$ cat config.mk
export PLATFORM = sky130hd
export DESIGN_NAME = bram_port_arbiter
export DESIGN_NICKNAME = d
export VERILOG_FILES = /design/src/rtl/bram_arbiter_pkg.sv /design/src/rtl/arbiter_pick.sv /design/src/rtl/bram_port_arbiter.sv
export SDC_FILE = /design/constraint.sdc
export NUM_CORES = 1
export LEC_CHECK = 0
export CORE_AREA = 2 2 104 106
export CTS_BUF_LIST = sky130_fd_sc_hd__clkbuf_4
export DETAILED_ROUTE_END_ITERATION = 7
export DIE_AREA = 0 0 106 108
export GPL_ROUTABILITY_DRIVEN = 0
export GPL_TIMING_DRIVEN = 0
export PLACE_DENSITY = 0.57
export SYNTH_ARGS = -nofsm -noshare
export SYNTH_HDL_FRONTEND = slang
export SYNTH_SLANG_ARGS = --single-unit
$ cat constraint.sdc
create_clock -name i_clock -period 1.96 [get_ports i_clock]
set_clock_uncertainty 0.15 [all_clocks]
set_input_delay 0.392 -clock i_clock [delete_from_list [all_inputs] [get_ports i_clock]]
set_output_delay 0.392 -clock i_clock [all_outputs]
set_load 0.005 [all_outputs]
$ cat src/rtl/bram_arbiter_pkg.sv
// bram_arbiter_pkg: shared state encoding and sizing limits for the BRAM port arbiter
package bram_arbiter_pkg;
  typedef enum logic [1:0] {IDLE, ACTIVE, RELEASE} state_t;
  localparam int MAX_MASTERS = 8;
endpackage

$ cat src/rtl/arbiter_pick.sv
// arbiter_pick: combinational picker, first requester at or above the pointer with wrap-around
module arbiter_pick #(
  parameter int N  = 2,
  parameter int IW = $clog2(N)
) (
  input  logic [N-1:0]  i_request,
  input  logic [IW-1:0] i_pointer,
  output logic [IW-1:0] o_index,
  output logic          o_valid
);
  // scan from the farthest offset down so the nearest requester to the pointer wins
  always_comb begin
    logic [IW-1:0] w_idx;
    w_idx = '0;
    o_index = '0;
    o_valid = |i_request;
    for (int k = N - 1; k >= 0; k--) begin
      w_idx = IW'((int'(i_pointer) + k) % N);
      if (i_request[w_idx]) o_index = w_idx;
    end
  end
endmodule

$ cat src/rtl/bram_port_arbiter.sv
// bram_port_arbiter: shares one BRAM port among masters; BRAM_ARBITER_ROUND_ROBIN_EN selects round-robin over fixed priority
module bram_port_arbiter
  import bram_arbiter_pkg::*;
#(
  parameter int WIDTH       = 32,
  parameter int NUM_MASTERS = 2
) (
  input  logic                         i_clock,
  input  logic                         i_reset,
  input  logic [NUM_MASTERS-1:0]       i_m_request,
  input  logic [NUM_MASTERS-1:0]       i_m_rw,
  input  logic [NUM_MASTERS*32-1:0]    i_m_address,
  input  logic [NUM_MASTERS*WIDTH-1:0] i_m_wdata,
  output logic [WIDTH-1:0]             o_m_rdata,
  output logic [NUM_MASTERS-1:0]       o_m_ready,
  output logic                         o_request,
  output logic                         o_rw,
  output logic [31:0]                  o_address,
  output logic [WIDTH-1:0]             o_wdata,
  input  logic [WIDTH-1:0]             i_rdata,
  input  logic                         i_ready
);
  localparam int GW = $clog2(NUM_MASTERS);
  state_t        r_state, w_next;
  logic [GW-1:0] r_grant, w_pick, w_ptr;
  logic          w_valid, r_dropped, w_abort;

  arbiter_pick #(.N(NUM_MASTERS), .IW(GW)) u_pick (
    .i_request(i_m_request),
    .i_pointer(w_ptr),
    .o_index  (w_pick),
    .o_valid  (w_valid)
  );

  // a completion is discarded once the granted master has let go of its request
  assign w_abort = r_dropped | ~i_m_request[r_grant];

`ifdef BRAM_ARBITER_ROUND_ROBIN_EN
  logic [GW-1:0] r_ptr;
  // pointer moves past the winner only on a completion that was delivered
  always_ff @(posedge i_clock or posedge i_reset) begin
    if (i_reset) r_ptr <= '0;
    else if (r_state == ACTIVE && i_ready && !w_abort)
      r_ptr <= (int'(r_grant) == NUM_MASTERS - 1) ? '0 : r_grant + 1'b1;
  end
  assign w_ptr = r_ptr;
`else
  assign w_ptr = '0;
`endif

  // state register
  always_ff @(posedge i_clock or posedge i_reset) begin
    if (i_reset) r_state <= IDLE;
    else r_state <= w_next;
  end

  // next state: grant from IDLE, hold until RAM ready, one forced RELEASE cycle
  always_comb begin
    w_next = (r_state == IDLE)   ? (w_valid ? ACTIVE : IDLE) :
             (r_state == ACTIVE) ? (i_ready ? RELEASE : ACTIVE) : IDLE;
  end

  // latch the winner and remember whether it dropped its request mid-transfer
  always_ff @(posedge i_clock or posedge i_reset) begin
    if (i_reset) begin
      r_grant   <= '0;
      r_dropped <= 1'b0;
    end else if (r_state == IDLE && w_valid) begin
      r_grant   <= w_pick;
      r_dropped <= 1'b0;
    end else if (r_state == ACTIVE && !i_m_request[r_grant]) begin
      r_dropped <= 1'b1;
    end
  end

  // outputs: RAM port follows the granted master live, completion routed back to it
  always_comb begin
    o_m_ready          = '0;
    o_m_ready[r_grant] = (r_state == ACTIVE) & i_ready & ~w_abort;
    o_request          = (r_state == ACTIVE);
    o_rw               = i_m_rw[r_grant];
    o_address          = i_m_address[int'(r_grant)*32 +: 32];
    o_wdata            = i_m_wdata[int'(r_grant)*WIDTH +: WIDTH];
  end

  assign o_m_rdata = i_rdata;
endmodule
# Word-level counts from Yosys, hierarchy flattened
# Cells that the tools add are included.
# word_totals
register_bits	4
input_bits	167
output_inout_bits	100
wordCells	35
# op_classes
order_cmp	2
eq_ne	1
shift	2
muxes	14
bitwise_logic	6
reduce_logical	7
# ops
cell	count
variable part select 64 x 7 -> 32 bit	2
two-way mux 1 bit	10
two-way mux 2 bit	3
logical AND 1 bit	3
bitwise AND 1 bit	2
bitwise AND 2 bit	1
equality test 2 x 1 -> 1 bit (second input constant)	1
logical NOT 2 bit	1
< comparator 1 x 2 -> 1 bit (second input constant)	1
inverter 1 bit	2
nonzero test 2 bit	1
OR reduction 2 bit	1
demux 1 bit (select 1 bit)	1
>= comparator 1 bit (second input constant)	1
logical NOT 1 bit	1
bitwise OR 1 bit	1

# Depth between registers and ports, before layout
# Gate-level depths: netlist of run 1.
# logic_depth
depth_word	7
ltp_mapped	5
depth_no_buf	2

# Hierarchy
# From an unflattened synthesis of run 1, not the netlist that was laid out.
# hier_totals
hier_cells	130
area_unflattened_um2	1317.5
# by_module_without_submodules
mod	n_inst	cells_per_inst	area_each_um2	seq_area_each_um2
bram_port_arbiter	1	127	1300.0	100.1
arbiter_pick	1	3	17.5	0.0

# Least setup slack after synthesis of run 1
# OpenSTA, ideal clock, no wires.
# synth_timing
path_type	flip-flop to output port
startpoint	register r_grant
endpoint	output o_wdata[16]
t_arrival_ns	1.037
required_time_ns	1.418
setup_slack_ns	0.381
stages_incl_launch_ff	5
n_path_buf	3
cell_sequence	dfrtp_1 > buf_6 > buf_6 > buf_6 > mux2_4
# synth_via
elab_chain_cells	1
# synth_lines
item	line_no	rtl
start: declaration	bram_port_arbiter.sv:25	logic [GW-1:0] r_grant, w_pick, w_ptr;
start signal: assignment	bram_port_arbiter.sv:69	r_grant <= w_pick;
variable part select 64 x 7 -> 32 bit	bram_port_arbiter.sv:83	o_wdata = i_m_wdata[int'(r_grant)*WIDTH +: WIDTH];
end: declaration	bram_port_arbiter.sv:19	output logic [WIDTH-1:0] o_wdata,
# No other way between the ends.

# Worst setup path after layout of run 1
# layout_timing
startpoint	register r_grant
endpoint	output o_wdata[13]
# The elaborated chain is that of the path after synthesis.

==> flow_metrics.env, run 1 <==
export IMPL_result_of_the_run="finished, violations left"
export IMPL_failing_checks="negative setup slack"
export IMPL_instance_count_of_the_mapped_netlist=125
export IMPL_clk_insertion_delay_late_ns=0.23
export IMPL_vdd_ir_drop_worst_uv=455
export IMPL_netSwitchingFraction_pct=30.8
export IMPL_post_synth_cell_area_avg_um2=10.1
export IMPL_required_ns=1.42
export IMPL_ys_top_cells_by_count="sky130_fd_sc_hd__mux2_2, sky130_fd_sc_hd__buf_4, sky130_fd_sc_hd__mux2_4, sky130_fd_sc_hd__buf_2, sky130_fd_sc_hd__dfrtp_1"
export IMPL_netlist_area_pre_place_mm2=0.00127
export IMPL_edff_count_synth=0
export IMPL_port_buffers=234
export IMPL_drv_cap=0
export IMPL_post_route_util_pct=41.8
export IMPL_p_int_mw=2.64
export IMPL_post_drt_wl_per_cell_um=15.6
export IMPL_maxSlewHeadroom_pct=86.8
export IMPL_setup_viol=42
export IMPL_regToRegStartpoint="r_grant$_DFFE_PP0P_"
export IMPL_critical_path_class="reg2out"
export IMPL_clock_power_share_pct=2.7
export IMPL_areaGrowthSynthToFinish_pct=238
export IMPL_critPathLaunchType="flip-flop"
export IMPL_cts_hold_buf=0
export IMPL_detailroute_via_count=1978
export IMPL_synth_top_cells_by_area="sky130_fd_sc_hd__mux2_2, sky130_fd_sc_hd__buf_4, sky130_fd_sc_hd__mux2_4"
export IMPL_setup_repair_after_global_routing_missed_its_margin="yes"
export IMPL_post_route_worst_setup_slack_ns=-0.134
export IMPL_synth_cell_type_count=19
export IMPL_rr_worst_depth=7
export IMPL_core_region_area_mm2=0.0102
export IMPL_htree_num_levels=1
export IMPL_clock_sinks=4
export IMPL_num_nets_final=567
export IMPL_dp_hpwl_mm=6.67
export IMPL_hold_viol_final=0
export IMPL_critPathMaxFanout=7
export IMPL_yosysMostFrequentCell="sky130_fd_sc_hd__mux2_2"
export IMPL_die_width_um=106
export IMPL_power_density_mw_per_mm2=891
export IMPL_viasPerCell=3.70
export IMPL_synth_seq_area_share_pct=7.91
export IMPL_fill_cells=999
export IMPL_rows=37
export IMPL_grt_pass1_wl_mm=11.4
export IMPL_netlist_area_leader_share_pct=51.6
export IMPL_clkTransAtPathRegs_ns=0.04
export IMPL_drt_iter0_markers=57
export IMPL_cts_root_buf="sky130_fd_sc_hd__clkbuf_4"
export IMPL_ant_nets=0
export IMPL_yosys_most_used_dff="sky130_fd_sc_hd__dfrtp_1"
export IMPL_critPathArrivalTime_ns=1.55
export IMPL_timing_final_crit_period_ns=2.09
export IMPL_placement_cell_area_mm2=0.00378
export IMPL_min_delay_path_class="in2async"
export IMPL_floorplan_die_height_um=108
export IMPL_crit_path_end_kind="primary output"
export IMPL_net_load_switching_power_mw=1.18
export IMPL_io_pins=267
export IMPL_cts_buffer_depth=2
export IMPL_ys_warnings_count=0
export IMPL_yosys_area_top_type="sky130_fd_sc_hd__mux2_2"
export IMPL_worstMarginPinSlew_ns=0.196
export IMPL_layout_cell_area_non_filler_mm2=0.00428
export IMPL_power_static_leakage_nw=1.94
export IMPL_seq_power_share_pct=4.2
export IMPL_totalWireLength_mm=8.32
export IMPL_synth_fp_nets=292
export IMPL_start_util_pct=12.4
export IMPL_floorplan_die_area_mm2=0.0114
export IMPL_numCtsBuffers=3
export IMPL_hold_worst_slack_ns=0.194
export IMPL_regToRegSetupSlack_ns=0.24
export IMPL_tritoncts_clock_tree="done"
export IMPL_reg2reg_end="r_dropped$_DFFE_PP0P_"
export IMPL_fin_total_pwr_mw=3.81
export IMPL_gr_total_overflow=0
export IMPL_synth_seq_cells=4
export IMPL_power_share_combinational_pct=93.1
export IMPL_grt_start_max_net_pins=11
export IMPL_drc=0
export IMPL_gr_usage_all_layers_pct=12.6
export IMPL_timing_max_transition_violations_final=0
export IMPL_post_route_clock_period_utilization_pct=107
export IMPL_synth_async_sr_flop_share_pct=100
export IMPL_number_of_antenna_violations_at_the_first_check_in_global_routing=0
export IMPL_drt_pre_antenna_iters=4
export IMPL_diodes=0
export IMPL_layout_cells_non_filler=534
export IMPL_final_layout_size_suffix_gt1_share_pct=53.0
export IMPL_post_place_cells=495
export IMPL_upper_clock_frequency_limit_mhz=478
export IMPL_grt_pass1_vias=2057
==> state kept, by name, indices dropped and copies added, names as in the netlist <==
signal / cells
r_dropped: 1
r_grant: 1
r_state: 2
==> cells in the final DEF, fill, tap and decap left out <==
cell,count
sky130_fd_sc_hd__dlygate4sd2_1,1
sky130_fd_sc_hd__buf_16,1
sky130_fd_sc_hd__clkbuf_2,11
sky130_fd_sc_hd__a221o_1,1
sky130_fd_sc_hd__mux2i_1,1
sky130_fd_sc_hd__o21a_1,1
sky130_fd_sc_hd__nor2b_4,1
sky130_fd_sc_hd__buf_8,2
sky130_fd_sc_hd__mux2_4,30
sky130_fd_sc_hd__a2bb2oi_1,1
sky130_fd_sc_hd__nand3b_1,1
sky130_fd_sc_hd__clkdlybuf4s15_1,3
sky130_fd_sc_hd__a211oi_1,1
sky130_fd_sc_hd__dlymetal6s2s_1,1
sky130_fd_sc_hd__nor3b_1,1
sky130_fd_sc_hd__clkbuf_16,1
sky130_fd_sc_hd__nor2_1,2
sky130_fd_sc_hd__buf_2,16
sky130_fd_sc_hd__inv_1,2
sky130_fd_sc_hd__nor4b_4,1
sky130_fd_sc_hd__clkdlybuf4s50_1,166
sky130_fd_sc_hd__buf_6,59
sky130_fd_sc_hd__buf_4,45
sky130_fd_sc_hd__dfrtp_2,2
sky130_fd_sc_hd__buf_12,4
sky130_fd_sc_hd__nor3_1,2
sky130_fd_sc_hd__dfrtp_1,2
sky130_fd_sc_hd__nand2_1,1
sky130_fd_sc_hd__mux2_2,35
sky130_fd_sc_hd__clkbuf_4,3
==> worst max-delay path, stage by stage, from the launching register on <==
cell                      delay (ns)
sky130_fd_sc_hd__dfrtp_1        0.38
sky130_fd_sc_hd__buf_12         0.15
sky130_fd_sc_hd__buf_6          0.12
sky130_fd_sc_hd__buf_6          0.12
sky130_fd_sc_hd__buf_4          0.13
sky130_fd_sc_hd__mux2_2         0.28
sky130_fd_sc_hd__buf_6          0.12
==> routing by layer <==
| layer | GRT usage [%] | vias to the layer above | routed length (µm) |
|---|---|---|---|
| li1 | - | 963 | - |
| met1 | 14.9 | 901 | 3160 |
| met2 | 23.9 | 110 | 4360 |
| met3 | 3.68 | 4 | 774 |
| met4 | 0.564 | 0 | 26 |
| met5 | 0 | - | 0 |
==> cell families (layout without fill, tap and decap cells) <==
family / count (synthesis) / after routing / share of synthesized area, %
DFF: 4 / 4 / 7.91
and+or+nand+nor: 9 / 9 / 4.55
muxes: 66 / 66 / 60.7
AOI/OAI and AO/OA: 4 / 4 / 2.67
buffers and inverters: 42 / 315 / 24.2
==> layout make-up <==
class / instances / area (µm²) / area share, %
buffer: 36 / 320 / 7.49
clock buffer: 3 / 22.5 / 0.526
timing repair buffer: 274 / 2690 / 62.9
multi-input combinational: 79 / 962 / 22.5
sequential: 4 / 103 / 2.40
inverter: 2 / 7.51 / 0.175
tap: 136 / 170 / 3.98
==> power groups by stage <==
| stage | sequential [mW] | clock, mW | combinational [mW] |
|---|---|---|---|
| final | 0.162 | 0.102 | 3.55 |
| after global routing | 0.167 | 0.118 | 3.76 |
| after CTS | 0.154 | 0.108 | 3.44 |
| after detailed placement | 0.150 | 0 | 2.50 |
| after global placement | 0.149 | 0 | 2.50 |
| after floorplan | 0.141 | 0 | 1.12 |
==> through the flow <==
step	setup TNS, ns	setup WS (ns)
floorplan	0	0.381
global placement	-8.19	-0.363
detailed placement	-8.34	-0.362
CTS	-6.77	-0.280
global route	-5.33	-0.186
finish	-2.09	-0.134
==> worst max path at each step <==
stage | start | slack, ns | to | cells after the start
after global routing | r_grant$_DFFE_PP0P_ | -0.19 | o_address[15] | 6
after detailed placement | i_ready | -0.36 | o_m_ready[0] | 4
final | r_grant$_DFFE_PP0P_ | -0.13 | o_wdata[13] | 6
after global placement | i_ready | -0.36 | o_m_ready[0] | 4
after floorplan | r_grant$_DFFE_PP0P_ | 0.38 | o_wdata[16] | 4
after CTS | r_grant$_DFFE_PP0P_ | -0.28 | o_address[15] | 7
==> what timing repair did <==
action,in CTS,in global routing
resized for setup,319,46
setup endpoints to repair,68,65
setup buffers,35,4
gates cloned,1,1
pin swaps,0,1
Power figures use the tool's default switching activity.
==> inputs of run 2 (changes only) <==
CORE_AREA = 2 2 103 105   (was 2 2 104 106)
CTS_CLUSTER_SIZE = 16   (was not set)
DIE_AREA = 0 0 105 107   (was 0 0 106 108)
DONT_BUFFER_PORTS = 1   (was not set)
PLACE_DENSITY = 0.3   (was 0.57)
==> run 2 against run 1 <==
  * The flow now finishes without violations
  * Register-to-register slack improved by 0.36 ns
  * Cell count down 51%
  * Worst hold slack got worse by 0.098 ns
  * Global-route usage shrank 6.7 points
  * Sequential share of layout area rose by 4.4 points
  * Non-clock buffer count shrank 270
  * Critical path depth decreased by 3
  * Via count fell by 51%
  * First-iteration DRC count down 60%
  * Critical endpoint is now o_wdata[25]
==> flow_metrics.env, run 2 (synthesis results as in run 1) <==
export IMPL_result_of_the_run="finished, final reports clean"
export IMPL_final_layout_size_suffix_gt1_share_pct=85.2
export IMPL_cts_buffer_depth=2
export IMPL_grt_start_max_net_pins=11
export IMPL_viasPerCell=3.69
export IMPL_cpLargestDelayFamily="multiplexers"
export IMPL_numCtsBuffers=3
export IMPL_number_of_antenna_violations_at_the_first_check_in_global_routing=0
export IMPL_layout_cell_area_non_filler_mm2=0.00147
export IMPL_p_int_mw=0.889
export IMPL_areaGrowthSynthToFinish_pct=15.9
export IMPL_net_load_switching_power_mw=0.644
export IMPL_post_route_clock_period_utilization_pct=95.1
export IMPL_crit_path_end_kind="primary output"
export IMPL_clk_insertion_delay_late_ns=0.23
export IMPL_power_share_combinational_pct=83.6
export IMPL_worstMarginPinSlew_ns=0.263
export IMPL_post_drt_wl_per_cell_um=16.2
export IMPL_hold_viol_final=0
export IMPL_netSwitchingFraction_pct=42.0
export IMPL_upper_clock_frequency_limit_mhz=537
export IMPL_min_delay_path_class="in2reg"
export IMPL_cp_max_delay_cell="sky130_fd_sc_hd__mux2_2"
export IMPL_dpl_worst_slack_ns=0.264
export IMPL_timing_max_transition_violations_final=0
export IMPL_worstHoldEndpoint="r_grant$_DFFE_PP0P_"
export IMPL_timing_final_crit_period_ns=1.86
export IMPL_critical_path_class="reg2out"
export IMPL_grt_pass1_vias=950
export IMPL_tritoncts_clock_tree="done"
export IMPL_setup_viol=0
export IMPL_power_density_mw_per_mm2=1040
export IMPL_post_route_util_pct=14.5
export IMPL_ant_nets=0
export IMPL_critical_path_n_buffers_inverters=2
export IMPL_start_util_pct=12.5
export IMPL_gr_usage_all_layers_pct=5.98
export IMPL_critPathMaxFanout=10
export IMPL_critPathLaunchType="flip-flop"
export IMPL_core_region_area_mm2=0.0101
export IMPL_post_route_worst_setup_slack_ns=0.0964
export IMPL_seq_power_share_pct=9.9
export IMPL_reg2reg_end="r_dropped$_DFFE_PP0P_"
export IMPL_num_nets_final=297
export IMPL_max_flop_register="r_state"
export IMPL_grt_pass1_wl_mm=5.22
export IMPL_whs_path_depth=1
export IMPL_io_pins=267
export IMPL_drt_iter0_markers=23
export IMPL_rr_worst_depth=4
export IMPL_fill_cells=1172
export IMPL_mostFrequentLayoutCell="sky130_fd_sc_hd__mux2_2"
export IMPL_regToRegSetupSlack_ns=0.60
export IMPL_cts_root_buf="sky130_fd_sc_hd__clkbuf_4"
export IMPL_placement_cell_area_mm2=0.00144
export IMPL_floorplan_die_area_mm2=0.0112
export IMPL_fin_tns_setup_ns=0
export IMPL_critical_path_max_stage_delay_ns=0.40
export IMPL_power_static_leakage_nw=0.579
export IMPL_required_ns=1.42
export IMPL_drc=0
export IMPL_port_buffers=0
export IMPL_clock_sinks=4
export IMPL_largest_reg_flops=2
export IMPL_drv_cap=0
export IMPL_vdd_ir_drop_worst_uv=341
export IMPL_rows=37
export IMPL_drt_pre_antenna_iters=2
export IMPL_dp_hpwl_mm=3.98
export IMPL_setup_repair_after_global_routing_missed_its_margin="no"
export IMPL_worstSetupPathDepth=3
export IMPL_maxSlewHeadroom_pct=82.4
export IMPL_clkTransAtPathRegs_ns=0.04
export IMPL_die_width_um=105
export IMPL_critPathArrivalTime_ns=1.32
export IMPL_hold_path_startpoint="i_m_request[0]"
export IMPL_diodes=0
export IMPL_crit_path_cell_trace="buf_6 > clkbuf_4 > mux2_2"
export IMPL_htree_num_levels=1
export IMPL_hold_worst_slack_ns=0.0953
export IMPL_detailroute_via_count=974
export IMPL_gr_total_overflow=0
export IMPL_floorplan_die_height_um=107
export IMPL_totalWireLength_mm=4.27
export IMPL_largestRegisters="r_state x2, r_dropped x1, r_grant x1"
export IMPL_layout_cells_most_common_list="sky130_fd_sc_hd__mux2_2, sky130_fd_sc_hd__buf_4, sky130_fd_sc_hd__mux2_4, sky130_fd_sc_hd__clkbuf_4, sky130_fd_sc_hd__dfrtp_1"
export IMPL_regToRegStartpoint="r_grant$_DFFE_PP0P_"
export IMPL_clock_power_share_pct=6.5
## run 2: routing by layer
metal / GRT usage [%] / up-vias / wire, µm / part of all wire [%]
li1: - / 421 / - / -
met1: 6.98 / 430 / 1470 / 34
met2: 10.7 / 123 / 2260 / 53
met3: 2.19 / 0 / 546 / 13
met4: 0.857 / 0 / 0 / 0
met5: 0 / - / 0 / 0
## run 2: how the worst max path moves through the flow
stage | slack (ns) | to | from
final | 0.1 | o_wdata[25] | r_grant$_DFFE_PP0P_
after CTS | 0.01 | o_wdata[25] | r_grant$_DFFE_PP0P_
after global routing | 0.02 | o_address[9] | r_grant$_DFFE_PP0P_
after detailed placement | 0.26 | o_wdata[25] | r_grant$_DFFE_PP0P_
after global placement | 0.28 | o_wdata[25] | r_grant$_DFFE_PP0P_
after floorplan | 0.38 | o_wdata[16] | r_grant$_DFFE_PP0P_
## run 2: final cells by class
type,count,area (µm²),share of cell area (%)
buffer,39,293,19.9
clock buffer,3,22.5,1.53
inverter,2,7.51,0.512
multi-input combinational,79,865,58.9
sequential,4,100,6.82
tap,136,170,11.6
timing repair buffer,1,10.0,0.682
## run 2: power groups by stage
stage	logic, mW	clock network, mW	registers [mW]
global placement	1.33	0	0.152
floorplan	1.12	0	0.141
finish	1.28	0.0996	0.152
global route	1.39	0.110	0.159
CTS	1.34	0.105	0.150
detailed placement	1.33	0	0.151
## run 2: stage by stage
step | cells | total power, mW
floorplan | 125 | 1.26
detailed placement | 261 | 1.48
CTS | 265 | 1.59
global placement | 261 | 1.49
finish | 264 | 1.53
global route | 264 | 1.66
## run 2: repair_timing
item / CTS / global route
hold buffers: 1 / 0
buffers inserted: 0 / 0
endpoints found under the setup margin: 0 / 15
gates resized for setup: 0 / 3
hold endpoints to repair: 4 / 0
==> inputs of run 3 (changes only) <==
CORE_AREA = 4 4 102 104   (was 2 2 103 105)
DIE_AREA = 0 0 106 108   (was 0 0 105 107)
==> run 3 against run 2 <==
  * Clock power is 0.4% lower
  * Via count is 0.51% higher
  * Flip-flop and latch count stayed put
  * Combinational power is 3% higher
  * Die area is 1.9% higher
  * Sequential power hardly changed
  * Wire length is 18% higher
  * Largest power group unchanged
  * Non-clock buffer count stayed put
  * Cell count is 1.1% lower
  * Worst hold slack better by 0.0017 ns
  * Final area stayed put
==> flow_metrics.env, run 3 (synthesis results as in run 1) <==
export IMPL_result_of_the_run="finished, final reports clean"
export IMPL_drt_pre_antenna_iters=4
export IMPL_clk_insertion_delay_late_ns=0.23
export IMPL_gr_usage_met3_pct=1.97
export IMPL_cts_buffer_depth=2
export IMPL_rr_worst_depth=4
export IMPL_global_route_usage_met2_pct=12.8
export IMPL_grt_pass1_wl_mm=6.01
export IMPL_fin_total_pwr_mw=1.57
export IMPL_totalWireLength_mm=5.05
export IMPL_final_layout_size_suffix_gt1_share_pct=84.4
export IMPL_post_route_worst_setup_slack_ns=0.0888
export IMPL_htree_num_levels=1
export IMPL_worstMarginPinSlew_ns=0.252
export IMPL_hold_viol_final=0
export IMPL_grt_start_max_net_pins=11
export IMPL_cts_root_buf="sky130_fd_sc_hd__clkbuf_4"
export IMPL_hold_worst_slack_ns=0.0970
export IMPL_gr_usage_all_layers_pct=6.91
export IMPL_tritoncts_clock_tree="done"
export IMPL_worstHoldEndpoint="r_grant$_DFFE_PP0P_"
export IMPL_required_ns=1.42
export IMPL_vdd_ir_drop_worst_uv=288
export IMPL_drt_iter0_markers=11
export IMPL_floorplan_die_height_um=108
export IMPL_mostFrequentLayoutCell="sky130_fd_sc_hd__mux2_2"
export IMPL_placement_cell_area_mm2=0.00143
export IMPL_dp_hpwl_mm=4.74
export IMPL_floorplan_die_area_mm2=0.0114
export IMPL_critPathMaxFanout=10
export IMPL_detailroute_via_count=979
export IMPL_port_buffers=0
export IMPL_post_place_cells=258
export IMPL_layout_cells_non_filler=261
export IMPL_post_route_clock_period_utilization_pct=95.5
export IMPL_regToRegSetupSlack_ns=0.59
export IMPL_num_nets_final=297
export IMPL_hold_path_startpoint="i_m_request[0]"
export IMPL_upper_clock_frequency_limit_mhz=534
export IMPL_fin_tns_setup_ns=0
export IMPL_areaGrowthSynthToFinish_pct=15.9
export IMPL_timing_max_transition_violations_final=0
export IMPL_layout_cell_area_non_filler_mm2=0.00147
export IMPL_gr_total_overflow=0
export IMPL_met1_usage_pct=8.33
export IMPL_reg2reg_end="r_dropped$_DFFE_PP0P_"
export IMPL_setup_viol=0
export IMPL_grt_pass1_vias=1013
export IMPL_post_route_util_pct=15.4
export IMPL_core_region_area_mm2=0.00955
export IMPL_clkTransAtPathRegs_ns=0.04
export IMPL_max_flop_register="r_state"
export IMPL_drv_cap=0
export IMPL_layout_cells_most_common_list="sky130_fd_sc_hd__mux2_2, sky130_fd_sc_hd__buf_4, sky130_fd_sc_hd__mux2_4, sky130_fd_sc_hd__clkbuf_4, sky130_fd_sc_hd__dfrtp_1"
export IMPL_power_density_mw_per_mm2=1070
export IMPL_rows=36
export IMPL_crit_path_end_kind="primary output"
export IMPL_setup_repair_after_global_routing_missed_its_margin="no"
export IMPL_ant_nets=0
export IMPL_start_util_pct=13.3
export IMPL_viasPerCell=3.75
export IMPL_die_width_um=106
export IMPL_drc=0
export IMPL_whs_path_depth=1
export IMPL_largest_reg_flops=2
export IMPL_maxSlewHeadroom_pct=83.1
export IMPL_number_of_antenna_violations_at_the_first_check_in_global_routing=0
export IMPL_numCtsBuffers=3
export IMPL_diodes=0
export IMPL_critPathLaunchType="flip-flop"
export IMPL_min_delay_path_class="in2reg"
export IMPL_io_pins=267
export IMPL_clock_sinks=4
export IMPL_critPathArrivalTime_ns=1.33
export IMPL_timing_final_crit_period_ns=1.87
export IMPL_dpl_worst_slack_ns=0.275
export IMPL_largestRegisters="r_state x2, r_dropped x1, r_grant x1"
export IMPL_regToRegStartpoint="r_grant$_DFFE_PP0P_"
export IMPL_post_drt_wl_per_cell_um=19.4
export IMPL_critical_path_class="reg2out"
export IMPL_power_static_leakage_nw=0.585
export IMPL_grt_most_used_layer="met2"
## run 3: changes by cell type in the layout (fill, tap and decap cells not counted)
| cell | delta |
|---|---|
| sky130_fd_sc_hd__nor3_1 | +1 |
| sky130_fd_sc_hd__nor3_2 | -1 |
| sky130_fd_sc_hd__nor4b_2 | -1 |
| sky130_fd_sc_hd__nor4b_4 | +1 |
## run 3: worst max path at each step
stage	start	to	slack, ns
after floorplan	r_grant$_DFFE_PP0P_	o_wdata[16]	0.38
after global placement	r_grant$_DFFE_PP0P_	o_m_ready[0]	0.28
after detailed placement	r_grant$_DFFE_PP0P_	o_m_ready[0]	0.27
after CTS	r_grant$_DFFE_PP0P_	o_m_ready[0]	0.02
after global routing	r_grant$_DFFE_PP0P_	o_wdata[24]	0.01
final	r_grant$_DFFE_PP0P_	o_wdata[15]	0.09
## run 3: metal layers
metal	share of wire (%)	vias up
li1	-	421
met1	35	442
met2	55	116
met3	10	0
met4	0	0
met5	0	-
## run 3: power breakdown
part	internal, mW	total, mW	switching [mW]
logic	0.711	1.32	0.606
registers	0.114	0.154	0.0400
clock network	0.0683	0.0992	0.0309
total	0.893	1.57	0.677
## run 3: area by class of cell
cell class              count  area, µm²
clock buffers               3       22.5
inverters                   2       7.51
well taps                 133        166
repair buffers              1       10.0
flip-flops and latches      4        100
fillers                  1071       8080
multi-input cells          79        868
plain buffers              39        293
## run 3: what timing repair did
item                                    in CTS  in global routing
endpoints found under the hold margin        4                  0
resized for setup                            0                  3
hold buffers                                 1                  0
setup buffers                                0                  0
endpoints found under the setup margin       0                 10
## run 3: worst max-delay path, cell delays in order, from the launching register on
cell                      delay, ns
sky130_fd_sc_hd__dfrtp_1       0.33
sky130_fd_sc_hd__buf_6         0.13
sky130_fd_sc_hd__buf_2         0.24
sky130_fd_sc_hd__mux2_2        0.40
